**config.mk**
```make
export PLATFORM = sky130hd
export DESIGN_NAME = periferico_multicanal
export DESIGN_NICKNAME = d
export VERILOG_FILES = /design/src/rtl/periferico_multicanal.sv
export SDC_FILE = /design/constraint.sdc
export NUM_CORES = 1
export LEC_CHECK = 0
export BUFFER_PORTS_ARGS = -buffer_cell sky130_fd_sc_hd__buf_2
export CAP_MARGIN = 10
export CORE_MARGIN = 2
export CORE_UTILIZATION = 54
export CTS_CLUSTER_DIAMETER = 30
export CTS_CLUSTER_SIZE = 30
export DETAILED_ROUTE_END_ITERATION = 10
export PLACE_DENSITY_LB_ADDON = 0.08
export SYNTH_ARGS = -nofsm -noshare
export SYNTH_HDL_FRONTEND = slang
export SYNTH_SLANG_ARGS = --single-unit
```
**constraint.sdc**
```tcl
create_clock -name clkPER -period 3.4 [get_ports clkPER]
set_input_delay 0.17 -clock clkPER [delete_from_list [all_inputs] [get_ports clkPER]]
set_output_delay 0.17 -clock clkPER [all_outputs]
set_load 0.05 [all_outputs]
```
**src/rtl/periferico_multicanal.sv**
```systemverilog
// Multi-channel peripheral receiver: 4-phase send/ack per CPU channel, captured words tagged and queued in one shared FIFO.
// Latency: inSend rise -> outAck rise = SYNC_STAGES+1 clkPER cycles uncontended; pushed word visible at outValid the cycle after capture.
// Backpressure: no capture while the FIFO is full and not popping; the request stays pending with outAck held low.
//
// Ports:
//   clkPER, rstPER (async, active-low)
//   inSend[NCH], inData[NCH*DW]  per-channel request level and data (channel c at [c*DW +: DW])
//   outAck[NCH]                  per-channel acknowledge (registered)
//   outValid, outData, outChan   registered FIFO head; popped when outValid & inReady
//   inReady                      consumer ready
//   outCount                     FIFO occupancy 0..DEPTH
// Optional feature, macro PER_PARITY_EN: adds inParity[NCH] (even parity per channel) and
// sticky outParErr; a capture with bad parity completes the handshake but is not queued.
module periferico_multicanal #(
    parameter int NCH         = 2,
    parameter int DW          = 16,
    parameter int DEPTH       = 8,
    parameter int SYNC_STAGES = 2,
    localparam int CW         = (NCH > 1) ? $clog2(NCH) : 1,
    localparam int AW         = $clog2(DEPTH)
) (
    input  logic              clkPER,
    input  logic              rstPER,
    input  logic [NCH-1:0]    inSend,
    input  logic [NCH*DW-1:0] inData,
`ifdef PER_PARITY_EN
    input  logic [NCH-1:0]    inParity,
    output logic              outParErr,
`endif
    output logic [NCH-1:0]    outAck,
    output logic              outValid,
    output logic [DW-1:0]     outData,
    output logic [CW-1:0]     outChan,
    input  logic              inReady,
    output logic [AW:0]       outCount
);

    localparam logic        ST_IDLE  = 1'b0;
    localparam logic        ST_ACK   = 1'b1;
    localparam logic [AW:0] FULL_CNT = (AW+1)'(DEPTH);

    // ------------------------------------------------------------------
    // Request synchronisers
    // ------------------------------------------------------------------
    logic [NCH-1:0] sync_q [SYNC_STAGES];
    logic [NCH-1:0] req_s;

    always_ff @(posedge clkPER or negedge rstPER) begin
        if (!rstPER) begin
            for (int s = 0; s < SYNC_STAGES; s++) sync_q[s] <= '0;
        end else begin
            sync_q[0] <= inSend;
            for (int s = 1; s < SYNC_STAGES; s++) sync_q[s] <= sync_q[s-1];
        end
    end

    assign req_s = sync_q[SYNC_STAGES-1];

    // ------------------------------------------------------------------
    // State
    // ------------------------------------------------------------------
    logic [NCH-1:0]      st_q, st_d;
    logic [CW-1:0]       rr_q, rr_d;
    logic [AW:0]         count_q, count_d;
    logic [AW-1:0]       wr_ptr_q, wr_ptr_d;
    logic [AW-1:0]       rd_ptr_q, rd_ptr_d;
    logic [DW-1:0]       head_dat_q, head_dat_d;
    logic [CW-1:0]       head_chan_q, head_chan_d;
    logic [CW+DW-1:0]    mem_q [DEPTH];

    logic                pop;
    logic                space;
    logic [NCH-1:0]      req_w;
    logic                gnt_vld;
    logic [CW-1:0]       gnt_idx;
    logic [DW-1:0]       gnt_dat;
    logic                par_bad;
    logic                push;

    assign pop   = (count_q != '0) && inReady;
    // A pop in the same cycle frees the slot, so a full FIFO can still accept.
    assign space = (count_q != FULL_CNT) || pop;

    // ------------------------------------------------------------------
    // Round-robin arbiter: search starts one past the last granted channel.
    // rr_q resets to NCH-1 so the first search starts at channel 0.
    // ------------------------------------------------------------------
    always_comb begin
        for (int c = 0; c < NCH; c++) req_w[c] = req_s[c] && (st_q[c] == ST_IDLE);
    end

    always_comb begin
        int idx;
        idx     = 0;
        gnt_vld = 1'b0;
        gnt_idx = '0;
        for (int i = 1; i <= NCH; i++) begin
            idx = int'(rr_q) + i;
            if (idx >= NCH) idx = idx - NCH;
            if (!gnt_vld && req_w[idx] && space) begin
                gnt_vld = 1'b1;
                gnt_idx = CW'(idx);
            end
        end
    end

    // inData is stable while inSend is high, so it is sampled without synchronisation.
    assign gnt_dat = inData[gnt_idx*DW +: DW];

`ifdef PER_PARITY_EN
    logic err_q;

    assign par_bad = gnt_vld && ((^gnt_dat) != inParity[gnt_idx]);

    always_ff @(posedge clkPER or negedge rstPER) begin
        if (!rstPER)      err_q <= 1'b0;
        else if (par_bad) err_q <= 1'b1;
    end

    assign outParErr = err_q;
`else
    assign par_bad = 1'b0;
`endif

    // A bad-parity capture still uses the grant and completes the handshake.
    assign push = gnt_vld && !par_bad;
    assign rr_d = gnt_vld ? gnt_idx : rr_q;

    // ------------------------------------------------------------------
    // Per-channel handshake FSM
    // ------------------------------------------------------------------
    always_comb begin
        st_d = st_q;
        for (int c = 0; c < NCH; c++) begin
            if (st_q[c] == ST_IDLE) begin
                if (gnt_vld && (int'(gnt_idx) == c)) st_d[c] = ST_ACK;
            end else begin
                if (!req_s[c]) st_d[c] = ST_IDLE;
            end
        end
    end

    // ------------------------------------------------------------------
    // FIFO with registered head
    // ------------------------------------------------------------------
    assign wr_ptr_d = push ? wr_ptr_q + AW'(1) : wr_ptr_q;
    assign rd_ptr_d = pop  ? rd_ptr_q + AW'(1) : rd_ptr_q;
    assign count_d  = count_q + {{AW{1'b0}}, push} - {{AW{1'b0}}, pop};

    // When nothing else remains ahead of it, the pushed word becomes the head directly;
    // otherwise the head reloads from storage. Empty: head holds its last value.
    always_comb begin
        head_dat_d  = head_dat_q;
        head_chan_d = head_chan_q;
        if (push && ((count_q - {{AW{1'b0}}, pop}) == '0)) begin
            head_dat_d  = gnt_dat;
            head_chan_d = gnt_idx;
        end else if (count_d != '0) begin
            {head_chan_d, head_dat_d} = mem_q[rd_ptr_d];
        end
    end

    always_ff @(posedge clkPER) begin
        if (push) mem_q[wr_ptr_q] <= {gnt_idx, gnt_dat};
    end

    always_ff @(posedge clkPER or negedge rstPER) begin
        if (!rstPER) begin
            st_q        <= {NCH{ST_IDLE}};
            rr_q        <= CW'(NCH - 1);
            count_q     <= '0;
            wr_ptr_q    <= '0;
            rd_ptr_q    <= '0;
            head_dat_q  <= '0;
            head_chan_q <= '0;
        end else begin
            st_q        <= st_d;
            rr_q        <= rr_d;
            count_q     <= count_d;
            wr_ptr_q    <= wr_ptr_d;
            rd_ptr_q    <= rd_ptr_d;
            head_dat_q  <= head_dat_d;
            head_chan_q <= head_chan_d;
        end
    end

    assign outAck   = st_q;
    assign outValid = (count_q != '0);
    assign outData  = head_dat_q;
    assign outChan  = head_chan_q;
    assign outCount = count_q;

endmodule
```
== After elaboration in Yosys (flattened, before gate mapping) ==
Memories as Yosys holds them, arrays and structs flattened.
Index checks and enable logic that the tools add are counted.

* Equal/unequal tests: 1
* Muxes and demuxes: 25
* Magnitude comparators: 4
* Bitwise logic cells: 3
* Reductions and logical operators: 15
* Shifts and indexed selects: 1
* Add/subtract/negate cells: 9

{| class="wikitable"
|+ Operators with widths
! cell !! number
|-
| $lt A32 B3 Y1 const B || 2
|-
| $mux W32 || 2
|-
| $mux W16 || 2
|-
| $shiftx A32 B6 Y16 || 1
|-
| $mux W1 || 20
|-
| $logic_and A1 B1 Y1 || 9
|-
| $reduce_bool A4 Y1 || 2
|-
| $sub A4 B1 Y4 || 2
|-
| $add A3 B1 Y3 const B || 2
|-
| $add A4 B1 Y4 || 1
|-
| $logic_not A4 Y1 || 1
|-
| $ne A4 B4 Y1 const B || 1
|-
| $sub A3 B2 Y4 const B || 1
|-
| $add A1 B2 Y3 const B || 1
|-
| $ge A3 B2 Y1 const B || 1
|-
| $mux W3 || 1
|-
| $not A1 Y1 || 3
|-
| $sub A2 B2 Y3 const B || 1
|-
| $add A1 B1 Y2 const B || 1
|-
| $ge A2 B2 Y1 const B || 1
|-
| $reduce_bool A2 Y1 || 1
|-
| $logic_not A1 Y1 || 1
|-
| $logic_or A1 B1 Y1 || 1
|}

* Memories kept: 1
* Word-level logic and storage cells: 68
* Bits of input ports: 37
* Bits in writable memories: 136
* Output and inout port bits: 24
* Flip-flop bits (word level): 34

{| class="wikitable"
|+ Memories
! memory !! depth !! width !! read ports !! clocked after Yosys merged registers in !! write ports !! RTL line !! source
|-
| mem_q || 8 || 17 || 1 || 0 || 1 || 69 || <nowiki>logic [CW+DW-1:0] mem_q [DEPTH];</nowiki>
|}

== Longest topological paths before layout ==
Gate-level depths: netlist of the first run.

* Word-level depth: 17
* Gate-level depth with buffers: 14
* Mapped depth without buffers: 13

== Worst setup path before layout of the first run ==
OpenSTA, ideal clock, no wires.

* Path kind: flip-flop to flip-flop
* Start point: register count_q[2], in the netlist outCount[2]
* End point: register head_dat_q[2], in the netlist outData[2]
* Data arrival time: 3.576 ns
* Clock period less this slack: 3.697 ns
* Required time: 3.278 ns
* Setup slack: -0.297 ns
* Path buffers: 1
* Library setup time: 0.122 ns
* Stages on the path, launching flop included: 15
* Path through: dfrtp_1 > inv_1 > ha_1 > or3b_4 > o22ai_4 > ha_1 > inv_1 > ha_1 > inv_1 > fa_1 > xor2_1 > nor4_4 > buf_2 > a221oi_1 > a32o_1

* Word-level cells in the longest chain between the ends: 13
* Elaborated cells on any way between the ends: 24
* Those cells by class: add/sub (3); eq/ne (1); shift (1); mux (7); reduce/logical (11); memory (1)

{| class="wikitable"
|+ RTL lines
! element !! RTL line !! source
|-
| from (decl) || 64 || <nowiki>logic [AW:0] count_q, count_d;</nowiki>
|-
| from (signal assigned) || 179 || <nowiki>count_q <= count_d;</nowiki>
|-
| $reduce_bool A4 Y1 || 80 || <nowiki>assign pop = (count_q != '0) && inReady;</nowiki>
|-
| $logic_and A1 B1 Y1 || 80 ||
|-
| $logic_or A1 B1 Y1 || 82 || <nowiki>assign space = (count_q != FULL_CNT) || pop;</nowiki>
|-
| $logic_and A1 B1 Y1 || 100 || <nowiki>if (!gnt_vld && req_w[idx] && space) begin</nowiki>
|-
| $mux W1 || 100 ||
|-
| $logic_not A1 Y1 || 100 ||
|-
| $logic_and A1 B1 Y1 (2 in series) || 100 ||
|-
| $mux W1 || 100 ||
|-
| $add A4 B1 Y4 || 148 || <nowiki>assign count_d = count_q + {{AW{1'b0}}, push} - {{AW{1'b0}}, pop};</nowiki>
|-
| $sub A4 B1 Y4 (*) || 148 ||
|-
| net count_d[2] || 64 ||
|-
| $reduce_bool A4 Y1 (*) || 158 || <nowiki>end else if (count_d != '0) begin</nowiki>
|-
| $reduce_bool A2 Y1 (no source line) (*) || -- ||
|-
| to (signal assigned) || 182 || <nowiki>head_dat_q <= head_dat_d;</nowiki>
|-
| to (decl) || 67 || <nowiki>logic [DW-1:0] head_dat_q, head_dat_d;</nowiki>
|}

Mark *: on every way through the listed nets, which the timed path passes. The rest lies on a longest branch. The select of a mux whose other input is x is not followed.
A chain may end at the register's enable or synchronous reset.

== Worst setup path in the final report of the first run ==
* Start point: register count_q[2], in the netlist outCount[2]
* End point: register head_chan_q, in the netlist outChan

* Word-level cells in the longest chain between the ends: 13
* Elaborated cells on any way between the ends: 23
* Those cells by class: add/sub (3); eq/ne (1); mux (7); reduce/logical (11); memory (1)

{| class="wikitable"
|+ RTL lines
! element !! RTL line !! source
|-
| $reduce_bool A4 Y1 || 80 ||
|-
| $logic_and A1 B1 Y1 || 80 ||
|-
| $logic_or A1 B1 Y1 || 82 ||
|-
| $logic_and A1 B1 Y1 || 100 ||
|-
| $mux W1 || 100 ||
|-
| $logic_not A1 Y1 || 100 ||
|-
| $logic_and A1 B1 Y1 (2 in series) || 100 ||
|-
| $mux W1 || 100 ||
|-
| $add A4 B1 Y4 || 148 ||
|-
| $sub A4 B1 Y4 || 148 ||
|-
| $reduce_bool A4 Y1 || 158 ||
|-
| $reduce_bool A2 Y1 (no source line) || -- ||
|-
| to (signal assigned) || 183 || <nowiki>head_chan_q <= head_chan_d;</nowiki>
|-
| to (decl) || 68 || <nowiki>logic [CW-1:0] head_chan_q, head_chan_d;</nowiki>
|}

Parallel ways exist; a longest one is shown, timed or not. The select of a mux whose other input is x is not followed.

==> results of run 1 <==
## layer usage
| layer | part of all wire [%] | vias to the layer above | routed length, um | track usage [%] |
|---|---|---|---|---|
| li1 | - | 2312 | - | - |
| met1 | 42 | 2586 | 8091 | 37.75 |
| met2 | 50 | 227 | 9565 | 44.07 |
| met3 | 6.1 | 35 | 1176 | 4.370 |
| met4 | 2.0 | 0 | 386 | 9.986 |
| met5 | 0 | - | 0 | 0 |
## worst min-delay path, delay by kind of cell
kind	cells	cell delay, ns
multiplexers	1	0.08
buffers and inverters	2	0.26
## layout by cell type (no fill, tap or decap), types with 17 or more instances in the layout
master / n
clkbuf_16: 17
nand2_1: 43
buf_2: 60
edfxtp_1: 136
mux2i_1: 33
buf_4: 38
nand3_1: 19
o22ai_1: 34
a221oi_1: 17
dfrtp_1: 30
o221ai_1: 34
a21o_1: 20
inv_1: 27
o21ai_0: 34
a32o_1: 17
## per-stage QoR
step / worst slack (ns) / cells / area [um^2]
floorplan: -0.1554 / 542 / 7458
global placement: 0.07628 / 770 / 8082
detailed placement: -0.03800 / 770 / 8082
CTS: -0.002101 / 815 / 8935
global route: 0.01417 / 820 / 9014
finish: 0.1224 / 820 / 9014
## what timing repair did
item                                    CTS  global route
resized for setup                        11             7
endpoints found under the hold margin    35             0
setup buffers                             7             6
pin swaps                                 8            10
hold buffers                              3             0
cloned                                    3             0
endpoints found under the setup margin   17            17
## state kept, by name, summed over array words and instances (netlist names)
| signal | count |
|---|---|
| outData | 16 |
| outCount | 4 |
| wr_ptr_q | 3 |
| outAck | 2 |
| mem_q | 136 |
| outChan | 1 |
| rr_q | 1 |
| sync_q | 2 |
| rd_ptr_q | 3 |
| req_s | 2 |
## cell families after synthesis
family	Yosys count	synth area share, %
buffers and inverters	67	3.795
AND/OR/NAND/NOR	92	6.281
flip-flops	170	66.25
multiplexers	33	4.433
XOR/XNOR	6	0.8062
adder cells (fa/ha/maj)	11	1.948
AO/OA/AOI/OAI	163	16.49
## layout make-up
| class | instances | share of cell area, % |
|---|---|---|
| sequential | 170 | 54.80 |
| multi-input combinational | 305 | 26.03 |
| timing repair buffer | 107 | 8.232 |
| clock buffer | 21 | 5.108 |
| tap | 176 | 2.443 |
| clock inverter | 11 | 2.138 |
| inverter | 30 | 1.249 |
## power by group
part	internal, mW	total [mW]	switching (mW)	leakage (nW)
combinational	1.83	4.79	2.95	1.41
sequential	2.85	3.10	0.248	1.63
clock	1.34	2.11	0.773	0.313
total	6.03	10.0	3.97	3.35
## worst max path at each step
stage,startpoint,endpoint
final,outCount[2]$_DFF_PN0_,outChan$_DFFE_PN0P_
after detailed placement,outCount[2]$_DFF_PN0_,outData[7]$_DFFE_PN0P_
after global placement,outCount[2]$_DFF_PN0_,outData[9]$_DFFE_PN0P_
after CTS,outCount[2]$_DFF_PN0_,outData[9]$_DFFE_PN0P_
after floorplan,outCount[2]$_DFF_PN0_,outData[2]$_DFFE_PN0P_
after global routing,outCount[2]$_DFF_PN0_,outData[13]$_DFFE_PN0P_
==> flow_summary.ini, run 1 <==
[route]
drt_iter0_drc = 473
firstDrtPassIters = 5
ant_nets = 0
vias = 5160
routedWlPerCell_um = 23.44
drc = 0
drt-total-wl_um = 19220
viasPerCell = 6.293

[cts]
cts_tree = built
cts_buffer_depth = 2
clock-sinks = 170
clockRootBuffer = clkbuf_16
numCtsBuffers = 17
clk_latency_ns = 0.43
clkTransAtPathRegs_ns = 0.06
cts_htree_levels = 4

[sta]
setup_violations = 0
worst_pin_slew_ns = 1.243
rsz0062_at_grt = no
fmax_mhz = 305.1
slew_headroom_pct = 17.11
holdWs_ns = 0.2293
drv_slew = 0
min_period_ns = 3.278
hold_violations = 0
fin_skew_ns = 0.006645
post-route-period-util_pct = 96.40
timing.setup.tns_ns = 0

[floorplan]
dieArea_um2 = 14750
start_util_pct = 55.82
ios = 61
die_x_um = 121.5
fp.coreArea_um2 = 13350
die_y_um = 121.5
rows = 42

[synth]
ys_top_cells_by_area = edfxtp_1 55%, dfrtp_1 11%, mux2i_1 4.4%
avgSynthCellArea_um2 = 13.75
synth-main-ff-cell = edfxtp_1
syn_area_um2 = 7451
synthArstFlopShare_pct = 20.00
synth_commonest_cells = 136 x edfxtp_1, 43 x nand2_1, 34 x o21ai_0, 34 x o221ai_1, 34 x o22ai_1
synth_top_area_share_pct = 54.81
synth_cells = 542
yosys.area.top_type = edfxtp_1
ys_ff_latch = 170
synth_nets = 590
seq_area_frac_synth_pct = 66.25
yosys.cell_types.count = 45
synth_edf_count = 136
synth_most_common_cell = edfxtp_1
yosysWarningCount = 0

[finish]
fill_cells = 944
seqCellArea_um2 = 4940
nets = 679
n_antenna_cell = 0
syn2layout_area_growth_pct = 20.97
drive_gt1_share_pct = 25.62
fin_util_pct = 67.53
multi_input_area_um2 = 2346

[setup_path]
crit_arrival_ns = 3.59
worstPathMaxFanout = 4
worst-path-stages = 15
startpoint_type = flip-flop
crit_family = adder cells
required_ns = 3.71
crit_buf_inv = 5
worst-r2r-cell-count = 15
critPathCaptureType = flip-flop
rr_endpoint = outChan$_DFFE_PN0P_
crit_slowest_cell = fa_2
crit_chain = inv_2, ha_4, or3b_4, o22ai_4, ha_4, inv_1, ha_2, inv_2, fa_2, nand2b_4, nor4_4, buf_6, buf_16, a221oi_1, a32o_1
rr_startpoint = outCount[2]$_DFF_PN0_
slowest_delay_ns = 0.57
r2r_slack_ns = 0.12
crit_type = reg2reg

[power_and_ir_drop]
vdd.ir_drop.worst_mv = 0.6120
p_per_area_nw_per_um2 = 1109
power_mw = 9.999
leakage_nw = 3.352

[run_status]
status = complete, no violations

[global_route]
grt_usage_pct = 27.29
grt_max_degree = 70
gr-total-overflow = 0
grt_pass1_wl_um = 29270
grt_pass1_vias = 5042
antenna_found_initial = 0

[place]
place.gp.congestion = 0.7429
numPortBuffers = 60
dp_hpwl_um = 11090

[worst_hold_path]
min_to = mem_q[4][0]$_DFFE_PP_
worstHoldPathType = in2reg
hold_depth = 3
hold_start = inData[0]

[flow_run]
maxCapViolations = 0
(Power assumes the default switching activity.)
==> run 2, diff against run 1 <==
--- a/config.mk
+++ b/config.mk
@@ -8,7 +8,7 @@
 export BUFFER_PORTS_ARGS = -buffer_cell sky130_fd_sc_hd__buf_2
 export CAP_MARGIN = 10
 export CORE_MARGIN = 2
-export CORE_UTILIZATION = 54
+export CORE_UTILIZATION = 64
 export CTS_CLUSTER_DIAMETER = 30
 export CTS_CLUSTER_SIZE = 30
 export DETAILED_ROUTE_END_ITERATION = 10
==> constraint.sdc (replaced) <==
create_clock -name clkPER -period 3.8 [get_ports clkPER]
set_input_delay 0.19 -clock clkPER [delete_from_list [all_inputs] [get_ports clkPER]]
set_output_delay 0.19 -clock clkPER [all_outputs]
set_load 0.05 [all_outputs]
==> flow_summary.ini, run 2 (synthesized netlist as in run 1, its figures left out) <==
[run_status]
status = complete, no violations

[sta]
worst_pin_slew_ns = 1.014
slew_headroom_pct = 32.39
timing.setup.tns_ns = 0
fin_skew_ns = 0.005446
rsz0062_at_grt = no
min_period_ns = 3.624
hold_violations = 0
post-route-period-util_pct = 95.38
fmax_mhz = 275.9
drv_slew = 0
holdWs_ns = 0.2443
setup_violations = 0

[global_route]
grt_pass1_wl_um = 28610
grt_max_degree = 70
antenna_found_initial = 0
grt_usage_pct = 30.56
grt_pass1_vias = 5237
gr-total-overflow = 0

[floorplan]
die_x_um = 111.9
rows = 39
ios = 61
start_util_pct = 65.53
die_y_um = 111.9
dieArea_um2 = 12520
fp.coreArea_um2 = 11370

[cts]
cts_buffer_depth = 2
cts_tree = built
numCtsBuffers = 17
clk_latency_ns = 0.43
clockRootBuffer = clkbuf_16
clkTransAtPathRegs_ns = 0.06
clock-sinks = 170
cts.repair.resized = 0
cts_htree_levels = 4
hold_buffers = 3
cts_setup_buffers = 0

[finish]
n_antenna_cell = 0
top_register = mem_q
finalInstanceArea_um2 = 8571
syn2layout_area_growth_pct = 15.03
largest_reg_flops = 136
layout_commonest_cell = edfxtp_1
drive_gt1_share_pct = 19.84
final_cells = 763
mostFrequentLayoutCells = 136 x edfxtp_1, 60 x buf_2, 43 x nand2_1
nets = 655

[place]
numPortBuffers = 60
dp.cells = 728
placed_area_um2 = 7983
dp_hpwl_um = 10500
place.gp.congestion = 0.8379

[route]
drt_iter0_drc = 574
vias = 5166
viasPerCell = 6.771
drc = 0
drt-total-wl_um = 18260
firstDrtPassIters = 5
ant_nets = 0
routedWlPerCell_um = 23.94

[setup_path]
crit_arrival_ns = 3.93
startpoint_type = flip-flop
rr_startpoint = outCount[2]$_DFF_PN0_
worstPathMaxFanout = 34
required_ns = 4.11
crit_start = outCount[2]$_DFF_PN0_
crit_type = reg2reg
critPathCaptureType = flip-flop

[power_and_ir_drop]
p_per_area_nw_per_um2 = 957.4
leakage_nw = 3.159
vdd.ir_drop.worst_mv = 1.545

[worst_hold_path]
worstHoldPathType = in2reg
hold_start = inData[7]

[flow_run]
maxCapViolations = 0
==> run 2: path summary, 6_finish.rpt <==
kind | end | cells past startpoint | slack [ns]
worst max-delay path | outData[7]$_DFFE_PN0P_ | 14 | 0.18
worst min-delay path | mem_q[6][7]$_DFFE_PP_ | 3 | 0.24
worst max register to register | outData[7]$_DFFE_PN0P_ | 14 | 0.18
worst min register to register | req_s[0]$_DFF_PN0_ | 0 | 0.35
max in group asynchronous | rd_ptr_q[0]$_DFF_PN0_ | 2 | 2.72
min in group asynchronous | sync_q[2]$_DFF_PN0_ | 2 | 0.44
==> run 2: final cells by class <==
| class | count | area (um^2) |
|---|---|---|
| clock buffers | 22 | 454.2 |
| clock inverters | 10 | 103.9 |
| fillers | 700 | 2799 |
| inverters | 30 | 112.6 |
| multi-input cells | 305 | 2278 |
| flip-flops and latches | 170 | 4937 |
| well taps | 143 | 178.9 |
| repair buffers | 83 | 505.5 |
==> run 2: routing by layer <==
metal	GRT usage, %	wire (um)
met2	49.01	9073
met1	42.73	7227
met3	5.171	1472
met5	0	0
met4	11.52	488
==> run 2: metrics by stage <==
step	total power, mW	utilization, %	setup slack [ns]
2_1_floorplan	5.479	-	0.1027
3_3_place_gp	6.338	70.21	0.3930
3_5_place_dp	6.523	70.21	0.2716
4_1_cts	8.183	75.38	0.1997
5_1_grt	8.594	75.38	0.02761
6_report	8.205	75.38	0.1755
==> run 2: critical path, stage by stage, from the launching register on <==
cell and delay [ns]:
dfrtp_1 0.40, inv_1 0.11, ha_1 0.22, nor3b_2 0.18, nor2_1 0.38, ha_1 0.33, inv_1 0.06, ha_1 0.17
inv_1 0.07, fa_1 0.37, xor2_1 0.21, nor4_4 0.35, buf_12 0.25, a221oi_1 0.08, a32o_1 0.30
==> run 2: power by group <==
part           internal [mW]  switching [mW]  leakage [nW]  total, mW
combinational           1.32            2.44          1.26       3.76
sequential              2.55           0.244          1.63       2.79
clock                  0.976           0.673         0.273       1.65
total                   4.84            3.36          3.16       8.21
